$ cat src/rtl/btb_update_ctrl_if.sv
// ---------------------------------------------------------------------------
// btb_update_ctrl_if
//   Branch-resolution channel from the EX stage into the branch target table
//   controller. It is a valid/ready handshake: EX holds every upd_* field
//   stable until it sees upd_ready high at a rising edge with upd_valid set.
//
//   upd_valid   EX -> ctrl   a resolved branch is presented
//   upd_ready   ctrl -> EX   controller accepts the resolution this cycle
//   upd_pc      EX -> ctrl   PC of the resolved branch
//   upd_target  EX -> ctrl   resolved branch target
//   upd_taken   EX -> ctrl   branch was taken
// ---------------------------------------------------------------------------
interface btb_update_ctrl_if;
  logic        upd_valid;
  logic        upd_ready;
  logic [31:0] upd_pc;
  logic [31:0] upd_target;
  logic        upd_taken;

  // EX stage side.
  modport master (
    output upd_valid, upd_pc, upd_target, upd_taken,
    input  upd_ready
  );

  // Table controller side.
  modport slave (
    input  upd_valid, upd_pc, upd_target, upd_taken,
    output upd_ready
  );
endinterface

$ cat src/rtl/btb_update_ctrl.sv
// ---------------------------------------------------------------------------
// btb_update_ctrl
//   Owns a direct-mapped branch target table and sequences every access to it:
//   - combinational fetch lookup (bp_hit_o / bp_pc_o) on the current contents,
//   - one EX resolution at a time, applied as a read-modify-write of a 2-bit
//     saturating counter (IDLE -> WRITE -> IDLE, one update per two cycles),
//   - a flush sweep that clears one entry per cycle (CLEAR, ENTRIES cycles).
//
// Ports
//   CLK           in   clock, rising edge
//   RST           in   synchronous, active-high reset
//   curr_pc_i     in   fetch PC
//   bp_pc_o       out  predicted next PC
//   bp_hit_o      out  lookup matched a valid entry
//   invalidate_i  in   flush request; highest priority in every state
//   busy_o        out  clear sweep in progress
//   upd           slave side of the EX resolution handshake
// ---------------------------------------------------------------------------
module btb_update_ctrl #(
  parameter int ENTRIES = 4,
  parameter int IDX_W   = $clog2(ENTRIES)
) (
  input  logic                      CLK,
  input  logic                      RST,
  input  logic [31:0]               curr_pc_i,
  output logic [31:0]               bp_pc_o,
  output logic                      bp_hit_o,
  input  logic                      invalidate_i,
  output logic                      busy_o,
  btb_update_ctrl_if.slave          upd
);

  localparam int TAG_W = 32 - IDX_W - 2;

  typedef enum logic [1:0] {
    ST_IDLE  = 2'd0,
    ST_WRITE = 2'd1,
    ST_CLEAR = 2'd2
  } state_e;

  // -------------------------------------------------------------------------
  // State
  // -------------------------------------------------------------------------
  state_e             state_q, state_d;
  logic [IDX_W-1:0]   clr_idx_q, clr_idx_d;

  // Latched resolution, consumed in WRITE.
  logic [IDX_W-1:0]   u_idx_q;
  logic [TAG_W-1:0]   u_tag_q;
  logic [31:0]        u_tgt_q;
  logic               u_taken_q;

  // Table storage.
  logic               valid_q [ENTRIES];
  logic [1:0]         cnt_q   [ENTRIES];
  logic [TAG_W-1:0]   tag_q   [ENTRIES];
  logic [31:0]        tgt_q   [ENTRIES];

  // Single table write port, shared by WRITE and CLEAR.
  logic               wr_en;
  logic [IDX_W-1:0]   wr_idx;
  logic               wr_valid;
  logic [1:0]         wr_cnt;
  logic [TAG_W-1:0]   wr_tag;
  logic [31:0]        wr_tgt;

  logic               accept;
  logic               u_hit;

  // Low PC bits are the instruction byte offset and never index the table.
  logic               unused_pc_bits;
  assign unused_pc_bits = ^{curr_pc_i[1:0], upd.upd_pc[1:0]};

  // -------------------------------------------------------------------------
  // Fetch lookup: reads the registered table, so a WRITE in the same cycle is
  // not visible until the following cycle.
  // -------------------------------------------------------------------------
  logic [IDX_W-1:0]   l_idx;
  logic [TAG_W-1:0]   l_tag;

  assign l_idx    = curr_pc_i[IDX_W+1:2];
  assign l_tag    = curr_pc_i[31:IDX_W+2];
  assign bp_hit_o = valid_q[l_idx] && (tag_q[l_idx] == l_tag) && (state_q != ST_CLEAR);
  assign bp_pc_o  = (bp_hit_o && cnt_q[l_idx][1]) ? tgt_q[l_idx] : curr_pc_i + 32'd4;

  assign busy_o        = (state_q == ST_CLEAR);
  assign upd.upd_ready = (state_q == ST_IDLE) && !invalidate_i;
  assign accept        = upd.upd_valid && upd.upd_ready;

  // -------------------------------------------------------------------------
  // Next-state logic
  // -------------------------------------------------------------------------
  always_comb begin
    // NOTE: every always_comb output gets a default first so no path can
    // leave it unassigned and infer a latch.
    state_d   = state_q;
    clr_idx_d = clr_idx_q;

    if (invalidate_i) begin
      // Flush wins everywhere: a pending update is dropped and the sweep
      // (re)starts at index 0.
      state_d   = ST_CLEAR;
      clr_idx_d = '0;
    end else begin
      unique case (state_q)
        ST_IDLE:  if (accept) state_d = ST_WRITE;
        ST_WRITE: state_d = ST_IDLE;
        ST_CLEAR: begin
          if (clr_idx_q == IDX_W'(ENTRIES - 1)) begin
            state_d = ST_IDLE;
          end else begin
            clr_idx_d = clr_idx_q + IDX_W'(1);
          end
        end
        default:  state_d = ST_IDLE;
      endcase
    end
  end

  // -------------------------------------------------------------------------
  // Table write port
  // -------------------------------------------------------------------------
  assign u_hit = valid_q[u_idx_q] && (tag_q[u_idx_q] == u_tag_q);

  always_comb begin
    wr_en    = 1'b0;
    wr_idx   = u_idx_q;
    wr_valid = valid_q[u_idx_q];
    wr_cnt   = cnt_q[u_idx_q];
    wr_tag   = tag_q[u_idx_q];
    wr_tgt   = tgt_q[u_idx_q];

    if (state_q == ST_WRITE && !invalidate_i) begin
      if (u_hit) begin
        wr_en = 1'b1;
        if (u_taken_q) begin
          wr_cnt = (cnt_q[u_idx_q] == 2'b11) ? 2'b11 : cnt_q[u_idx_q] + 2'b01;
          wr_tgt = u_tgt_q;
        end else begin
          wr_cnt = (cnt_q[u_idx_q] == 2'b00) ? 2'b00 : cnt_q[u_idx_q] - 2'b01;
        end
      end else if (u_taken_q) begin
        // Allocate (or replace an aliasing entry) as weakly taken.
        wr_en    = 1'b1;
        wr_valid = 1'b1;
        wr_cnt   = 2'b10;
        wr_tag   = u_tag_q;
        wr_tgt   = u_tgt_q;
      end
      // Miss and not taken: nothing worth remembering.
    end else if (state_q == ST_CLEAR) begin
      wr_en    = 1'b1;
      wr_idx   = clr_idx_q;
      wr_valid = 1'b0;
      wr_cnt   = 2'b01;
      wr_tag   = '0;
      wr_tgt   = '0;
    end
  end

  // -------------------------------------------------------------------------
  // Registers
  // -------------------------------------------------------------------------
  // NOTE: sequential state uses non-blocking assignments only, so every
  // register samples the pre-edge value of every other register.
  always_ff @(posedge CLK) begin
    if (RST) begin
      state_q   <= ST_IDLE;
      clr_idx_q <= '0;
    end else begin
      state_q   <= state_d;
      clr_idx_q <= clr_idx_d;
    end
  end

  always_ff @(posedge CLK) begin
    if (RST) begin
      u_idx_q   <= '0;
      u_tag_q   <= '0;
      u_tgt_q   <= '0;
      u_taken_q <= 1'b0;
    end else if (accept) begin
      u_idx_q   <= upd.upd_pc[IDX_W+1:2];
      u_tag_q   <= upd.upd_pc[31:IDX_W+2];
      u_tgt_q   <= upd.upd_target;
      u_taken_q <= upd.upd_taken;
    end
  end

  // NOTE: the table is small and lives in flops, and a reset must leave it
  // fully invalid with counters at 2'b01, so every entry is reset here rather
  // than relying on a clear sweep after reset.
  always_ff @(posedge CLK) begin
    if (RST) begin
      for (int i = 0; i < ENTRIES; i++) begin
        valid_q[i] <= 1'b0;
        cnt_q[i]   <= 2'b01;
        tag_q[i]   <= '0;
        tgt_q[i]   <= '0;
      end
    end else if (wr_en) begin
      valid_q[wr_idx] <= wr_valid;
      cnt_q[wr_idx]   <= wr_cnt;
      tag_q[wr_idx]   <= wr_tag;
      tgt_q[wr_idx]   <= wr_tgt;
    end
  end

endmodule

$ cat src/flat_wrapper.sv
// flat-port wrapper written by rule: the top's interface ports become plain ports
module btb_update_ctrl_flat 
#(
  parameter int ENTRIES = 4,
  parameter int IDX_W   = $clog2(ENTRIES)
)
  (CLK, RST, curr_pc_i, bp_pc_o, bp_hit_o, invalidate_i, busy_o, upd_upd_valid, upd_upd_pc, upd_upd_target, upd_upd_taken, upd_upd_ready);
  btb_update_ctrl_if upd_i ();
  input  logic CLK;
  input  logic RST;
  input  logic [31:0] curr_pc_i;
  output logic [31:0] bp_pc_o;
  output logic bp_hit_o;
  input  logic invalidate_i;
  output logic busy_o;
  input wire logic [$bits(upd_i.upd_valid)-1:0] upd_upd_valid;
  input wire logic [$bits(upd_i.upd_pc)-1:0] upd_upd_pc;
  input wire logic [$bits(upd_i.upd_target)-1:0] upd_upd_target;
  input wire logic [$bits(upd_i.upd_taken)-1:0] upd_upd_taken;
  output wire logic [$bits(upd_i.upd_ready)-1:0] upd_upd_ready;
  assign upd_i.upd_valid = upd_upd_valid;
  assign upd_i.upd_pc = upd_upd_pc;
  assign upd_i.upd_target = upd_upd_target;
  assign upd_i.upd_taken = upd_upd_taken;
  assign upd_upd_ready = upd_i.upd_ready;
  btb_update_ctrl #(.ENTRIES(ENTRIES), .IDX_W(IDX_W)) u_core (.CLK(CLK), .RST(RST), .curr_pc_i(curr_pc_i), .bp_pc_o(bp_pc_o), .bp_hit_o(bp_hit_o), .invalidate_i(invalidate_i), .busy_o(busy_o), .upd(upd_i));
endmodule
$ cat config.mk
export PLATFORM = sky130hd
export DESIGN_NAME = btb_update_ctrl_flat
export DESIGN_NICKNAME = d
export VERILOG_FILES = /design/src/rtl/btb_update_ctrl_if.sv /design/src/rtl/btb_update_ctrl.sv /design/src/flat_wrapper.sv
export SDC_FILE = /design/constraint.sdc
export NUM_CORES = 1
export LEC_CHECK = 0
export BUFFER_PORTS_ARGS = -buffer_cell sky130_fd_sc_hd__buf_2
export CAP_MARGIN = 10
export CELL_PAD_IN_SITES_DETAIL_PLACEMENT = 0
export CELL_PAD_IN_SITES_GLOBAL_PLACEMENT = 1
export CORE_ASPECT_RATIO = 1.2
export CORE_UTILIZATION = 49
export DETAILED_ROUTE_END_ITERATION = 8
export PLACE_DENSITY_LB_ADDON = 0.08
export SYNTH_ARGS = -nofsm -noshare
export SYNTH_HDL_FRONTEND = slang
export SYNTH_SLANG_ARGS = --single-unit
$ cat constraint.sdc
create_clock -name CLK -period 9.59 [get_ports CLK]
set_clock_uncertainty 0.1 [all_clocks]
set_input_delay 1.4385 -clock CLK [delete_from_list [all_inputs] [get_ports CLK]]
set_output_delay 1.4385 -clock CLK [all_outputs]
set_load 0.005 [all_outputs]
==> results.yml <==
timing:
  whs_ns: 0.354
  tns_ns: 0
  max_freq_ghz: 0.147
  slew-limit-headroom_pct: 29.2
  rsz0062_at_grt: "no"
  layout_min_cycle_time_ns: 6.82
  setup_viol: 0
  tightest_slew_ns: 1.06
  hold_viol: 0
  fin_crit_sh_pct: 71.1
  drv_slew: 0
synth:
  ys_ff_latch: 321
  ys.flop_type: "edfxtp_1"
  synthAdderAreaFrac_pct: 0.210
  muxShareOfSynthArea_pct: 19.9
  synth_cells: 1443
  netlist_area_mm2: 0.0167
  synth_edf_count: 252
  synth_xor_area_share_pct: 4.35
  synth_compound_area_share_pct: 4.92
  ys_async_sr_fraction_pct: 0
  seq_area_frac_synth_pct: 53.5
  avgSynthCellArea_um2: 11.6
  yosys_warnings: 0
  synth_cell_types: 44
  synth_top_family_by_area: "multiplexers"
  yosys.area_share.simple_pct: 14.4
  synth_nets: 1546
critical_path:
  critPathArrivalTime_ns: 5.28
  critPathCaptureType: "primary output"
  startpoint_type: "input port"
  cp_slowest_cell: "and3_2"
  crit_fanout: 57
  required_ns: 8.05
  slowest_delay_ns: 0.98
  crit_path_cell_trace: "buf_4 -> mux4_2 -> xnor2_1 -> nand4_1 -> nor4_1 -> and3_2 -> mux2_2 -> buf_2"
  criticalPathCategory: "in2out"
outcome:
  status: "finished, final reports clean"
global_routing:
  grt_max_degree: 65
  track_usage_pct: 27.7
  grt_pass1_wl_mm: 70.6
  antenna_found_initial: 0
  overflow: 0
  first_global_vias: 11783
pwr:
  p_per_area_mw_per_mm2: 176
  p_leak_nw: 6.42
  vdd_drop_max_uv: 137
placement:
  gp_congestion: 0.799
  port-buffer-count: 133
  hpwl_mm: 28.6
clocking:
  clkLatencyLatePin_ns: 0.52
  cts_sinks: 321
  clk_pin_slew_ns: 0.06
  cts_root_buf: "clkbuf_16"
  post_cts_resize_count: 0
  clockBufferDepth: 3
  htreeDepth: 2
  cts_tree: "done"
  cts_setup_buffers: 0
  cts_buffers: 35
  hold_buffers: 0
floorplan:
  die_area_mm2: 0.0349
  coreArea_mm2: 0.0333
  die_width_um: 171
  initial_core_util_pct: 50.2
  fp.dieH_um: 204
  io_pins: 136
  fp-row-count: 73
detailed_routing:
  drc: 0
  dr_total_vias: 11651
  drtIter0Drc: 1007
  vias_per_cell: 5.81
  firstDrtPassIters: 5
  routed_wl_mm: 46.9
  post_drt_wl_per_cell_um: 23.4
  antenna_left: 0
hold_path:
  hold_path_class: "reg2reg"
cells_and_area:
  drive_gt1_share_pct: 24.4
  num_antenna_cells: 0
  area_delta_synth_final_pct: 13.1
  final_net_count: 1633
run:
  drv_cap: 0
==> flip-flops by register name, indices dropped and copies added, names as in the netlist, 2 cells and up, named ones only <==
| register | flops |
|---|---|
| u_core.state_q | 2 |
| u_core.tag_q | 112 |
| u_core.u_tgt_q | 32 |
| u_core.cnt_q | 8 |
| u_core.u_idx_q | 2 |
| u_core.clr_idx_q | 2 |
| u_core.tgt_q | 128 |
| u_core.u_tag_q | 28 |
| u_core.valid_q | 4 |
==> per-layer routing <==
layer,share of wire [%],global-route usage (%)
met1,40,35.6
met2,51,48.3
met3,5.6,3.62
met4,2.9,9.20
met5,0,0
==> worst paths after layout <==
path | startpoint | endpoint | slack (ns) | cells past startpoint
min | u_core.u_tgt_q[9] | u_core.u_tgt_q[9] | 0.35 | 2
max reg2reg | flip-flop | u_core.tgt_q[1][4] | 3.59 | 11
max | curr_pc_i[2] | bp_pc_o[3] | 2.77 | 8
min reg2reg | u_core.u_tgt_q[9] | u_core.u_tgt_q[9] | 0.35 | 2
==> worst max-delay path: cells and delay by family <==
kind | cells | cell delay [ns]
XOR/XNOR | 1 | 0.42
buffers and inverters | 2 | 0.67
AND/OR/NAND/NOR | 3 | 1.63
multiplexers | 2 | 1.06
==> where the power goes <==
part	switching, mW	internal [mW]
combinational	0.200	0.151
clock	0.541	0.832
sequential	0.0397	1.56
==> cells in the mapped netlist (all sizes together) (2+ instances only) <==
cell type,n,area [µm²]
o21ai,29,145
mux2,42,473
nand3b,5,37.5
nand2b,2,12.5
buf,27,144
ha,2,25.0
nand4,12,75.1
or4b,4,40.0
dfxtp,69,1380
o31ai,4,50.1
nor4,3,18.8
nor2b,2,12.5
mux4,115,2590
o22ai,2,12.5
o21a,2,15.0
edfxtp,252,7570
nor3,6,30.0
inv,5,18.8
and2,6,37.5
xnor2,63,552
mux2i,27,270
a21oi,98,490
and3,12,75.1
nand2,235,882
clkbuf,78,293
nand3,14,70.1
a31oi,2,12.5
nor2,291,1090
xor2,20,175
a22oi,2,15.0
a2bb2oi,3,26.3
==> cell usage in the layout (no fill, tap or decap), drive strengths merged, types with 2 or more instances in the layout <==
| cell type | synthesis | final |
|---|---|---|
| a21oi | 98 | 98 |
| a22oi | 2 | 2 |
| a2bb2oi | 3 | 3 |
| a31oi | 2 | 2 |
| and2 | 6 | 6 |
| and3 | 12 | 12 |
| buf | 27 | 155 |
| bufinv | 0 | 4 |
| clkbuf | 78 | 53 |
| clkinv | 0 | 6 |
| dfxtp | 69 | 69 |
| edfxtp | 252 | 252 |
| ha | 2 | 2 |
| inv | 5 | 5 |
| mux2 | 42 | 42 |
| mux2i | 27 | 27 |
| mux4 | 115 | 115 |
| nand2 | 235 | 235 |
| nand2b | 2 | 2 |
| nand3 | 14 | 14 |
| nand3b | 5 | 5 |
| nand4 | 12 | 12 |
| nor2 | 291 | 291 |
| nor2b | 2 | 2 |
| nor3 | 6 | 6 |
| nor4 | 3 | 3 |
| o21a | 2 | 2 |
| o21ai | 29 | 29 |
| o22ai | 2 | 2 |
| o31ai | 4 | 4 |
| or4b | 4 | 4 |
| xnor2 | 63 | 63 |
| xor2 | 20 | 20 |
==> kinds of logic after synthesis <==
group | Yosys count
AO/OA/AOI/OAI | 148
XOR/XNOR | 83
adder cells (fa/ha/maj) | 3
buffers and inverters | 110
flip-flops | 321
multiplexers | 184
AND/OR/NAND/NOR | 594
==> through the flow <==
stage / utilization [%] / area, µm² / instances / worst slack [ns] / power (mW)
2_1_floorplan: - / 16700 / 1443 / 2.07 / 1.85
5_1_grt: 56.7 / 18900 / 2006 / 2.57 / 3.43
6_report: 56.7 / 18900 / 2006 / 2.77 / 3.32
3_3_place_gp: 53.3 / 17800 / 1943 / 2.81 / 1.98
4_1_cts: 56.7 / 18900 / 2006 / 2.74 / 3.35
3_5_place_dp: 53.3 / 17800 / 1943 / 2.75 / 1.98
==> layout make-up <==
type	count	area, µm²
Sequential cell	321	8960
Clock inverter	10	146
Inverter	5	18.8
Timing Repair Buffer	155	833
Tap cell	450	563
Clock buffer	53	1010
Fill cell	2867	14400
Multi-Input combinational cell	1012	7390
Note: power is estimated with default switching activity, not from simulation.
